**config.mk**
```make
export PLATFORM = sky130hd
export DESIGN_NAME = stepper_move_ctrl
export DESIGN_NICKNAME = d
export VERILOG_FILES = /design/src/rtl/stepper_move_ctrl.sv
export SDC_FILE = /design/constraint.sdc
export NUM_CORES = 1
export LEC_CHECK = 0
export ABC_CLOCK_PERIOD_IN_PS = 6200
export BUFFER_PORTS_ARGS = -buffer_cell sky130_fd_sc_hd__buf_4
export CORE_ASPECT_RATIO = 1.2
export CORE_UTILIZATION = 62
export CTS_BUF_LIST = sky130_fd_sc_hd__clkbuf_4 sky130_fd_sc_hd__clkbuf_8
export CTS_CLUSTER_DIAMETER = 200
export DETAILED_ROUTE_END_ITERATION = 6
export GPL_TIMING_DRIVEN = 0
export PLACE_DENSITY = 0.88
export SLEW_MARGIN = 20
export SYNTH_ARGS = -nofsm -noshare
export SYNTH_HDL_FRONTEND = slang
export SYNTH_SLANG_ARGS = --single-unit
```
**constraint.sdc**
```tcl
create_clock -name clk -period 6.2 [get_ports clk]
set_input_delay 0.62 -clock clk [delete_from_list [all_inputs] [get_ports clk]]
set_output_delay 0.62 -clock clk [all_outputs]
set_load 0.01 [all_outputs]
```
**src/rtl/stepper_move_ctrl.sv**
```systemverilog
// Counted-move stepper controller for a 4-coil driver: start/busy/done handshake, wave/full/half drive.
// Optional STEP_POS_EN macro enables the signed half-step position counter; otherwise position is 0.
module stepper_move_ctrl #(
   parameter int PERIOD_W = 24,
   parameter int STEPS_W  = 16,
   parameter int POS_W    = 32
) (
   input  logic                    clk,
   input  logic                    rst,
   input  logic                    en,
   input  logic                    start,
   input  logic                    stop,
   input  logic                    cmd_dir,
   input  logic [1:0]              cmd_mode,
   input  logic [STEPS_W-1:0]      cmd_steps,
   input  logic [PERIOD_W-1:0]     cmd_period,
   output logic [3:0]              coil,
   output logic                    busy,
   output logic                    done,
   output logic                    aborted,
   output logic signed [POS_W-1:0] position,
   input  logic                    pos_clr
);

   typedef enum logic {IDLE, RUN} state_t;

   state_t              state, state_nxt;
   logic [2:0]          idx, idx_nxt, idx_step;
   logic [PERIOD_W-1:0] tick, tick_nxt, period_m1;
   logic [STEPS_W-1:0]  remaining, rem_nxt;
   logic                dir_q;
   logic [1:0]          mode_q;
   logic [1:0]          delta;
   logic                load, step, done_nxt, abort_nxt;

   function automatic logic [3:0] phase(input logic [2:0] i);
      case (i)
         3'd0: phase = 4'b1000;
         3'd1: phase = 4'b1100;
         3'd2: phase = 4'b0100;
         3'd3: phase = 4'b0110;
         3'd4: phase = 4'b0010;
         3'd5: phase = 4'b0011;
         3'd6: phase = 4'b0001;
         3'd7: phase = 4'b1001;
      endcase
   endfunction

   // Wave targets even indices, full targets odd; a misaligned index takes a single half-step first.
   assign delta    = (!mode_q[1] && (idx[0] == mode_q[0])) ? 2'd2 : 2'd1;
   assign idx_step = dir_q ? idx + {1'b0, delta} : idx - {1'b0, delta};
   assign busy     = (state == RUN);

   always_comb begin
      state_nxt = state;
      idx_nxt   = idx;
      tick_nxt  = tick;
      rem_nxt   = remaining;
      done_nxt  = 1'b0;
      abort_nxt = 1'b0;
      load      = 1'b0;
      step      = 1'b0;
      case (state)
         IDLE: begin
            if (start && en && !stop) begin
               if (cmd_steps == '0) begin
                  done_nxt = 1'b1;
               end else begin
                  load      = 1'b1;
                  state_nxt = RUN;
                  tick_nxt  = '0;
                  rem_nxt   = cmd_steps;
               end
            end
         end
         RUN: begin
            if (stop || !en) begin
               state_nxt = IDLE;
               abort_nxt = 1'b1;
               rem_nxt   = '0;
               tick_nxt  = '0;
            end else if (tick == period_m1) begin
               step     = 1'b1;
               idx_nxt  = idx_step;
               tick_nxt = '0;
               if (remaining != '0) rem_nxt = remaining - 1'b1;
               if (remaining <= 1) begin
                  state_nxt = IDLE;
                  done_nxt  = 1'b1;
               end
            end else begin
               tick_nxt = tick + 1'b1;
            end
         end
         default: state_nxt = IDLE;
      endcase
   end

   always_ff @(posedge clk or posedge rst) begin
      if (rst) begin
         state     <= IDLE;
         idx       <= '0;
         tick      <= '0;
         remaining <= '0;
         period_m1 <= '0;
         dir_q     <= 1'b0;
         mode_q    <= 2'b00;
         done      <= 1'b0;
         aborted   <= 1'b0;
         coil      <= 4'b0000;
      end else begin
         state     <= state_nxt;
         idx       <= idx_nxt;
         tick      <= tick_nxt;
         remaining <= rem_nxt;
         done      <= done_nxt;
         aborted   <= abort_nxt;
         coil      <= en ? phase(idx) : 4'b0000;
         if (load) begin
            dir_q     <= cmd_dir;
            mode_q    <= cmd_mode;
            // A zero period runs at one step per clock.
            period_m1 <= (cmd_period == '0) ? '0 : cmd_period - 1'b1;
         end
      end
   end

`ifdef STEP_POS_EN
   always_ff @(posedge clk or posedge rst) begin
      if (rst)          position <= '0;
      else if (pos_clr) position <= '0;
      else if (step)
         position <= dir_q ? position + {{(POS_W-2){1'b0}}, delta}
                           : position - {{(POS_W-2){1'b0}}, delta};
   end
`else
   logic unused_pos;
   assign unused_pos = pos_clr ^ step;
   assign position   = '0;
`endif

endmodule
```
==> flow_summary.yaml, run 1 <==
timing:
  worst_pin_slew_ns: 0.971
  hold_viol: 0
  finClkSkew_ns: 0.00867
  finalCritPeriodShare: 0.413
  slew_headroom: 0.352
  finalSetupViolCount: 0
  finalWorstPathRequiredPeriod_ns: 2.56
  fmax_mhz: 390
  rsz0062_at_grt: "false"
  maxSlewViolCount: 0
  tns_ns: 0
cts:
  cts_setup_buffers: 0
  clkTransAtPathRegs_ns: 0.08
  cts.htree.levels: 3
  insertion_delay_ns: 0.36
  cts_tree: "done"
  cts_hold_buf: 0
  post_cts_resized: 0
  cts-root-buf: "clkbuf_8"
  cts_sinks: 77
  numCtsBuffers: 9
  clock_path_buffers: 2
global_route:
  grt_max_degree: 60
  grt.total_usage: 0.319
  antenna_found_initial: 0
  grt_pass1_vias: 4083
  overflow: 0
  grt_pass1_wl_um: 19200
synthesis:
  synth_seq_cells: 77
  syn_area_um2: 4720
  ys_seq_area_frac: 0.408
  synth_top_flop_cell: "dfrtp_1"
  synth-adder-area-share: 0.0228
  synth_top_family_by_area: "simple AND/OR/NAND/NOR gates"
  ys.warnings.count: 0
  synth-simple-area-share: 0.215
  syn_inst: 524
  synth_cell_types: 57
  synth_edf_count: 0
  synth.mux.area_fraction: 0.0140
  synth_area_leaders: "dfrtp_1 (41%), xnor2_1 (11%), buf_4 (5.1%)"
  ys_async_sr_fraction: 1.00
  yosys.area.top_type: "dfrtp_1"
  syn_area_per_cell_um2: 9.01
  synth_xor_area_frac: 0.117
  synth_top_area_share: 0.408
  synth_compound_area_frac: 0.142
setup_path:
  crit_required_ns: 6.44
  crit_family: "simple AND/OR/NAND/NOR gates"
  critPathKind: "reg -> reg"
  crit_path_max_incr_delay_ns: 0.59
  ff2ff_setup_slack_ns: 3.64
  crit_arrival_ns: 2.80
  rr_endpoint: "remaining[12]"
  critPathMaxFanout: 10
  crit_path_start_kind: "flip-flop"
  crit_path_end_kind: "flip-flop"
  r2r_start: "remaining[4]"
  slowest_stage: "o21ai_1"
  crit_buf_inv: 1
  crit_cells: 6
  rr_worst_depth: 6
  cp_cell_sequence: "nor3_1 -> nand3_1 -> o21ai_1 -> or2_1 -> buf_2 -> o22ai_1"
floorplan:
  num_rows: 34
  floorplan.initialDensity: 0.645
  dieWidth_um: 81.7
  core_um2: 7320
  die_area_um2: 7970
  io_pins: 88
  die_h_um: 97.6
drt:
  routedWlPerCell_um: 16.5
  dr.pass1.iters: 5
  antenna_left: 0
  drc: 0
  drt-vias-per-instance: 5.97
  drtIter0Drc: 316
  dr_total_vias: 4272
  routed_wl_um: 11800
place:
  placed_cell_area_um2: 5390
  gp_congestion: 0.885
  port_buffers: 54
  dp_cells: 700
  hpwl_um: 8650
layout:
  stdcell_area_um2: 5590
  antenna_cells: 0
  final_cell_mix: "buf_4 (86), dfrtp_1 (77), xnor2_1 (57)"
  area_delta_synth_final_pct: 18.3
  finalNonFillerCells: 716
  layout.nets: 678
  fillCellCount: 505
  drive_gt1_frac: 0.198
  area.sequential_um2: 1930
  fin_util: 0.763
  multiInputGateArea_um2: 2530
  layout_commonest_cell: "buf_4"
pwr:
  p_switching_uw: 407
  vdd_drop_max_mv: 0.143
  p_int_uw: 880
  pwr-share-comb: 0.216
  leakagePower_uw: 0.00244
  p_clk_frac: 0.306
  pwr-share-seq: 0.478
  p_per_area_nw_per_um2: 230
  p_sw_frac: 0.316
hold_path:
  hold_class: "in -> async"
outcome:
  status: "completed"
flow_run:
  drv_cap: 0
Yosys cell counts (all sizes together) (2+ instances only):
cell / number
dfrtp: 77
clkbuf: 11
ha: 7
mux2: 5
nand2: 40
o31ai: 7
inv: 15
nand2b: 4
nor3b: 4
buf: 39
a21oi: 20
o22ai: 3
xor2: 4
nor4: 16
a41oi: 2
and3: 5
nor2b: 3
a22o: 2
and4: 3
nand3: 13
nand4: 13
a32oi: 4
xnor2: 58
a2bb2oi: 4
nor4b: 6
nand3b: 2
a21o: 4
nor3: 27
a31oi: 6
nor2: 49
or2: 2
and2: 5
or3: 3
o21ai: 43
a22oi: 5
cells by family (layout without fill, tap and decap cells):
kind of cell | after synthesis | after routing
AND/OR/NAND/NOR | 197 | 197
adder cells (fa/ha/maj) | 8 | 8
buffers and inverters | 65 | 136
flip-flops | 77 | 77
AO/OA/AOI/OAI | 108 | 108
other | 1 | 32
XOR/XNOR | 62 | 62
multiplexers | 6 | 6
final cells by class:
class / instances / share of cell area
buffer: 50 / 0.0578
clock buffer: 10 / 0.0246
clock inverter: 6 / 0.0112
inverter: 15 / 0.0105
multi-input combinational: 413 / 0.453
sequential: 77 / 0.345
tap: 90 / 0.0202
timing repair buffer: 55 / 0.0775
metal layers:
metal	vias to the layer above	part of all wire	GRT usage
met5	-	0	0
met4	0	0.031	0.152
met3	40	0.058	0.0460
met2	203	0.52	0.544
met1	2034	0.40	0.385
li1	1995	-	-
sequential cells by signal, indices dropped and copies added, names as in the netlist, 2 cells and up:
name and flops:
coil 4, idx 3, mode_q 2, period_m1 24, remaining 16, tick 24
worst max path at each step:
stage / to / start / slack (ns)
CTS: tick[11] / tick[14] / 3.72
floorplan: aborted / rst / 3.61
global route: remaining[13] / remaining[4] / 3.46
detailed placement: tick[13] / cmd_steps[11] / 3.34
global placement: remaining[11] / rst / 2.77
finish: remaining[12] / remaining[4] / 3.64
through the flow:
stage / total power, µW / setup slack, ns / hold WS [ns]
6_report: 1290 / 3.64 / 0.197
5_1_grt: 1340 / 3.46 / 0.204
4_1_cts: 1280 / 3.72 / 0.201
3_5_place_dp: 892 / 3.34 / 0.481
3_3_place_gp: 877 / 2.77 / 0.466
2_1_floorplan: 799 / 3.61 / 0.441
power by group through the flow:
| stage | clock network [µW] | registers (µW) | logic, µW |
|---|---|---|---|
| 2_1_floorplan | 0 | 606 | 193 |
| 3_3_place_gp | 0 | 619 | 258 |
| 3_5_place_dp | 0 | 622 | 269 |
| 4_1_cts | 391 | 613 | 273 |
| 5_1_grt | 411 | 622 | 306 |
| 6_report | 394 | 616 | 277 |
Note: power is estimated with default switching activity, not from simulation.
==> run 2: changes to the inputs <==
--- a/config.mk
+++ b/config.mk
@@ -5,15 +5,15 @@
 export SDC_FILE = /design/constraint.sdc
 export NUM_CORES = 1
 export LEC_CHECK = 0
-export ABC_CLOCK_PERIOD_IN_PS = 6200
+export ABC_CLOCK_PERIOD_IN_PS = 2240
 export BUFFER_PORTS_ARGS = -buffer_cell sky130_fd_sc_hd__buf_4
 export CORE_ASPECT_RATIO = 1.2
-export CORE_UTILIZATION = 62
+export CORE_UTILIZATION = 52
 export CTS_BUF_LIST = sky130_fd_sc_hd__clkbuf_4 sky130_fd_sc_hd__clkbuf_8
 export CTS_CLUSTER_DIAMETER = 200
 export DETAILED_ROUTE_END_ITERATION = 6
 export GPL_TIMING_DRIVEN = 0
-export PLACE_DENSITY = 0.88
+export PLACE_DENSITY = 0.78
 export SLEW_MARGIN = 20
 export SYNTH_ARGS = -nofsm -noshare
 export SYNTH_HDL_FRONTEND = slang
==> constraint.sdc (replaced) <==
create_clock -name clk -period 2.24 [get_ports clk]
set_input_delay 0.224 -clock clk [delete_from_list [all_inputs] [get_ports clk]]
set_output_delay 0.224 -clock clk [all_outputs]
set_load 0.01 [all_outputs]
==> flow_summary.yaml, run 2 (synthesized netlist as in run 1, its figures left out) <==
place:
  placed_cell_area_um2: 5410
  port_buffers: 54
  dp_slack_ns: -0.287
  gp_congestion: 0.923
  dp_cells: 727
  hpwl_um: 8620
setup_path:
  critPathKind: "reg -> reg"
  rr_worst_depth: 7
  cp_cell_sequence: "and2_1 -> clkbuf_1 -> nand3_1 -> o21ai_4 -> or2_1 -> buf_2 -> o22ai_1"
  crit_path_end_kind: "flip-flop"
  critPathMaxFanout: 10
  r2r_start: "busy"
  crit_path_start_kind: "flip-flop"
  ff2ff_setup_slack_ns: 0.11
  rr_endpoint: "remaining[12]"
  crit_path_max_incr_delay_ns: 0.49
  slowest_stage: "dfrtp_1"
  crit_arrival_ns: 2.36
  crit_required_ns: 2.47
drt:
  dr.pass1.iters: 5
  routed_wl_um: 11400
  drc: 0
  drt-vias-per-instance: 5.59
  routedWlPerCell_um: 15.1
  antenna_left: 0
  dr_total_vias: 4205
  drtIter0Drc: 317
cts:
  cts_tree: "done"
  cts-root-buf: "clkbuf_8"
  insertion_delay_ns: 0.35
  cts_sinks: 77
  numCtsBuffers: 9
  clock_path_buffers: 2
  cts.htree.levels: 3
  clkTransAtPathRegs_ns: 0.08
layout:
  finalNonFillerCells: 752
  area_delta_synth_final_pct: 22.9
  drive_gt1_frac: 0.228
  reg_top3: "period_m1: 24 flops, tick: 24 flops, remaining: 16 flops"
  layout.nets: 687
  fillCellCount: 745
  layout_commonest_cell: "buf_4"
  antenna_cells: 0
  stdcell_area_um2: 5800
  final_cell_mix: "buf_4 (94), dfrtp_1 (76), xnor2_1 (56)"
global_route:
  grt_pass1_wl_um: 18600
  overflow: 0
  grt_pass1_vias: 4120
  grt.total_usage: 0.253
  antenna_found_initial: 0
  grt_max_degree: 42
timing:
  finClkSkew_ns: 0.0118
  rsz0062_at_grt: "true"
  finalWorstPathRequiredPeriod_ns: 2.13
  finalCritPeriodShare: 0.953
  setup_slack_ns: 0.105
  slew_headroom: 0.655
  finalSetupViolCount: 0
  fmax_mhz: 468
  worst_pin_slew_ns: 0.513
  maxSlewViolCount: 0
  hold_viol: 0
floorplan:
  core_um2: 8700
  die_h_um: 106
  dieWidth_um: 89.0
  floorplan.initialDensity: 0.542
  die_area_um2: 9470
  io_pins: 88
  num_rows: 37
flow_run:
  drv_cap: 0
hold_path:
  worstHoldStart: "cmd_mode[0]"
  hold_class: "in -> reg"
  whs_path_depth: 2
  hold_end: "mode_q[0]"
pwr:
  leakagePower_uw: 0.00251
  p_per_area_nw_per_um2: 638
  vdd_drop_max_mv: 0.396
outcome:
  status: "completed"
run 2: changes by cell type in the layout (fill, tap and decap cells not counted), sizes merged:
cell	delta
buf	+7
clkbuf	+2
bufinv	+1
clkinvlp	-1
clkinv	-1
dlygate4sd3	+1
run 2: how the worst max path moves through the flow:
stage	startpoint	to	slack, ns	cells after the start
final	busy	remaining[12]	0.11	7
after global routing	tick[10]	idx[0]	-0.03	8
after CTS	tick[19]	remaining[13]	-0.005	7
after detailed placement	remaining[0]	remaining[14]	-0.29	7
after global placement	rst	tick[17]	-0.83	2
after floorplan	rst	aborted	0.05	1
run 2: through the flow:
| stage | setup TNS (ns) | power (µW) | utilization | hold WS, ns |
|---|---|---|---|---|
| floorplan | 0 | 2210 | - | 0.336 |
| global placement | -69.93 | 2430 | 0.619 | 0.450 |
| detailed placement | -7.18 | 2470 | 0.622 | 0.298 |
| CTS | -0.00544 | 3660 | 0.655 | 0.0947 |
| global route | -0.0325 | 3870 | 0.667 | 0.102 |
| finish | 0 | 3700 | 0.667 | 0.0978 |
run 2: final cells by class:
cell class                 count  area [µm²]  area share
clock inverter                 5        83.8      0.0144
tap                          117         146      0.0252
sequential                    77        1930       0.332
timing repair buffer          64         495      0.0854
inverter                      15        58.8      0.0101
multi-input combinational    413        2620       0.451
buffer                        50         325      0.0561
clock buffer                  11         145      0.0250
run 2: critical path, delay by kind of cell, from the launching register on:
kind                   cells  cell delay, ns
buffers and inverters      2            0.55
AOI/OAI and AO/OA          2            0.41
DFF                        1            0.49
and+or+nand+nor            3            0.55
run 2: routing by layer:
metal | part of all wire | global-route usage | up-vias | routed length [µm]
li1 | - | - | 2006 | -
met1 | 0.40 | 0.298 | 2008 | 4530
met2 | 0.52 | 0.449 | 160 | 5930
met3 | 0.052 | 0.0311 | 31 | 594
met4 | 0.029 | 0.119 | 0 | 333
met5 | 0 | 0 | - | 0
run 2: report_power, final:
group / switching [µW] / internal (µW)
clock network: 521 / 672
logic: 433 / 377
registers: 151 / 1550
total: 1100 / 2600
run 2: repair_timing:
item / CTS / global route
resized for setup: 7 / 12
pin swaps: 1 / 3
setup buffers: 3 / 5
setup endpoints to repair: 41 / 35
hold buffers: 1 / 0
endpoints found under the hold margin: 40 / 0
==> run 3: changes to the inputs <==
--- a/config.mk
+++ b/config.mk
@@ -13,7 +13,9 @@
 export CTS_CLUSTER_DIAMETER = 200
 export DETAILED_ROUTE_END_ITERATION = 6
 export GPL_TIMING_DRIVEN = 0
+export MAX_ROUTING_LAYER = met4
 export PLACE_DENSITY = 0.78
+export RECOVER_POWER = 50
 export SLEW_MARGIN = 20
 export SYNTH_ARGS = -nofsm -noshare
 export SYNTH_HDL_FRONTEND = slang
==> flow_summary.yaml, run 3 (synthesized netlist as in run 1, its figures left out) <==
timing:
  finalCritPeriodShare: 0.963
  worst_pin_slew_ns: 0.929
  maxSlewViolCount: 0
  fin_hold_ws_ns: 0.0986
  finalSetupViolCount: 0
  slew_headroom: 0.381
  hold_viol: 0
  finClkSkew_ns: 0.00759
  finalWorstPathRequiredPeriod_ns: 2.16
  fmax_mhz: 464
layout:
  layout_commonest_cell: "buf_4"
  layout.nets: 682
  antenna_cells: 0
  reg_top3: "period_m1: 24 flops, tick: 24 flops, remaining: 16 flops"
  final_cell_mix: "buf_4 (84), dfrtp_1 (74), xnor2_1 (52)"
  finalNonFillerCells: 746
  drive_gt1_frac: 0.215
  area_delta_synth_final_pct: 21.0
global_route:
  antenna_found_initial: 0
  grt_pass1_vias: 3933
  grt_max_degree: 41
  grt_pass1_wl_um: 18100
  overflow: 0
  grt.total_usage: 0.253
setup_path:
  crit_path_start_kind: "flip-flop"
  crit_arrival_ns: 2.43
  crit_family: "compound AO/OA/AOI/OAI gates"
  crit_path_end_kind: "flip-flop"
  slowest_stage: "dfrtp_1"
  critPathMaxFanout: 10
  critPathKind: "reg -> reg"
  crit_required_ns: 2.51
  cp_cell_sequence: "nor3_2 -> nand3_1 -> o21ai_4 -> buf_2 -> o21ai_0 -> a2bb2oi_1"
  crit_buf_inv: 1
  crit_path_max_incr_delay_ns: 0.45
cts:
  cts_tree: "done"
  clock_path_buffers: 2
  cts_sinks: 77
  cts.htree.levels: 3
  numCtsBuffers: 9
  insertion_delay_ns: 0.35
  cts-root-buf: "clkbuf_8"
  clkTransAtPathRegs_ns: 0.07
drt:
  drtIter0Drc: 249
  routedWlPerCell_um: 14.8
  routed_wl_um: 11000
  met2WireLength_um: 5580
  drt-vias-per-instance: 5.47
  antenna_left: 0
  drt-met1-wl_um: 4460
  drc: 0
  dr_total_vias: 4079
  wl_met3_um: 622
  top_layer: "met4"
  dr.pass1.iters: 5
pwr:
  leakagePower_uw: 0.00246
  vdd_drop_max_mv: 0.310
  p_per_area_nw_per_um2: 620
floorplan:
  core_um2: 8700
  floorplan.initialDensity: 0.542
  io_pins: 88
  num_rows: 37
  die_h_um: 106
  die_area_um2: 9470
  dieWidth_um: 89.0
outcome:
  status: "completed"
place:
  dp_cells: 727
  hpwl_um: 8400
  gp_congestion: 0.899
  port_buffers: 54
hold_path:
  hold_class: "in -> reg"
flow_run:
  drv_cap: 0
## run 3: cell types whose count changed in the layout (fill, tap and decap cells not counted), moves of 4 or more
cell	previous run	this run
buf_4	94	84
clkbuf_1	11	17
xnor2_1	56	52
xnor2_2	2	6
## run 3: report_power, final
group,switching (µW),internal (µW),leakage (µW)
combinational,425,368,0.00136
clock,492,550,0.000103
sequential,158,1550,0.000990
## run 3: worst paths after layout
path / start / to / slack, ns / cells after the start
min in group asynchronous: rst / mode_q[1] / 0.45 / 3
hold reg to reg: idx[2] / coil[2] / 0.49 / 1
setup / recovery: remaining[4] / remaining[3] / 0.08 / 6
setup reg to reg: remaining[4] / remaining[3] / 0.08 / 6
max in group asynchronous: rst / tick[10] / 0.47 / 4
hold / removal: cmd_period[0] / period_m1[0] / 0.1 / 2
## run 3: through the flow
step	total power, µW	instance area [µm²]	util	TNS [ns]	setup WS, ns
finish	3540	5710	0.657	0	0.0827
global route	3720	5710	0.657	-0.0677	-0.0420
CTS	3510	5670	0.651	0	0.0615
detailed placement	2470	5410	0.622	-6.64	-0.326
global placement	2430	5390	0.619	-69.21	-0.825
floorplan	2210	4840	-	0	0.0493
## run 3: final cells by class
class / count / area (µm²)
buffer: 50 / 328
clock buffer: 11 / 145
clock inverter: 4 / 48.8
fill: 765 / 2990
inverter: 15 / 58.8
multi-input combinational: 413 / 2640
sequential: 77 / 1930
tap: 117 / 146
timing repair buffer: 59 / 417
## run 3: what timing repair did
| action | in CTS | in global routing |
|---|---|---|
| hold buffers | 1 | 0 |
| resized for setup | 7 | 20 |
| pin swaps | 1 | 3 |
| setup endpoints to repair | 40 | 27 |
| hold endpoints to repair | 39 | 0 |
| buffers inserted | 3 | 0 |
## run 3: worst reg2reg max path, stage by stage (launching register included)
cell and delay (ns):
dfrtp_1 0.45, nor3_2 0.36, nand3_1 0.29, o21ai_4 0.36
buf_2 0.32, o21ai_0 0.13, a2bb2oi_1 0.16
## run 3: per-layer routing
metal	track usage	up-vias
li1	-	1995
met1	0.299	1893
met2	0.414	159
met3	0.0450	32
met4	0.120	0
met5	-	-
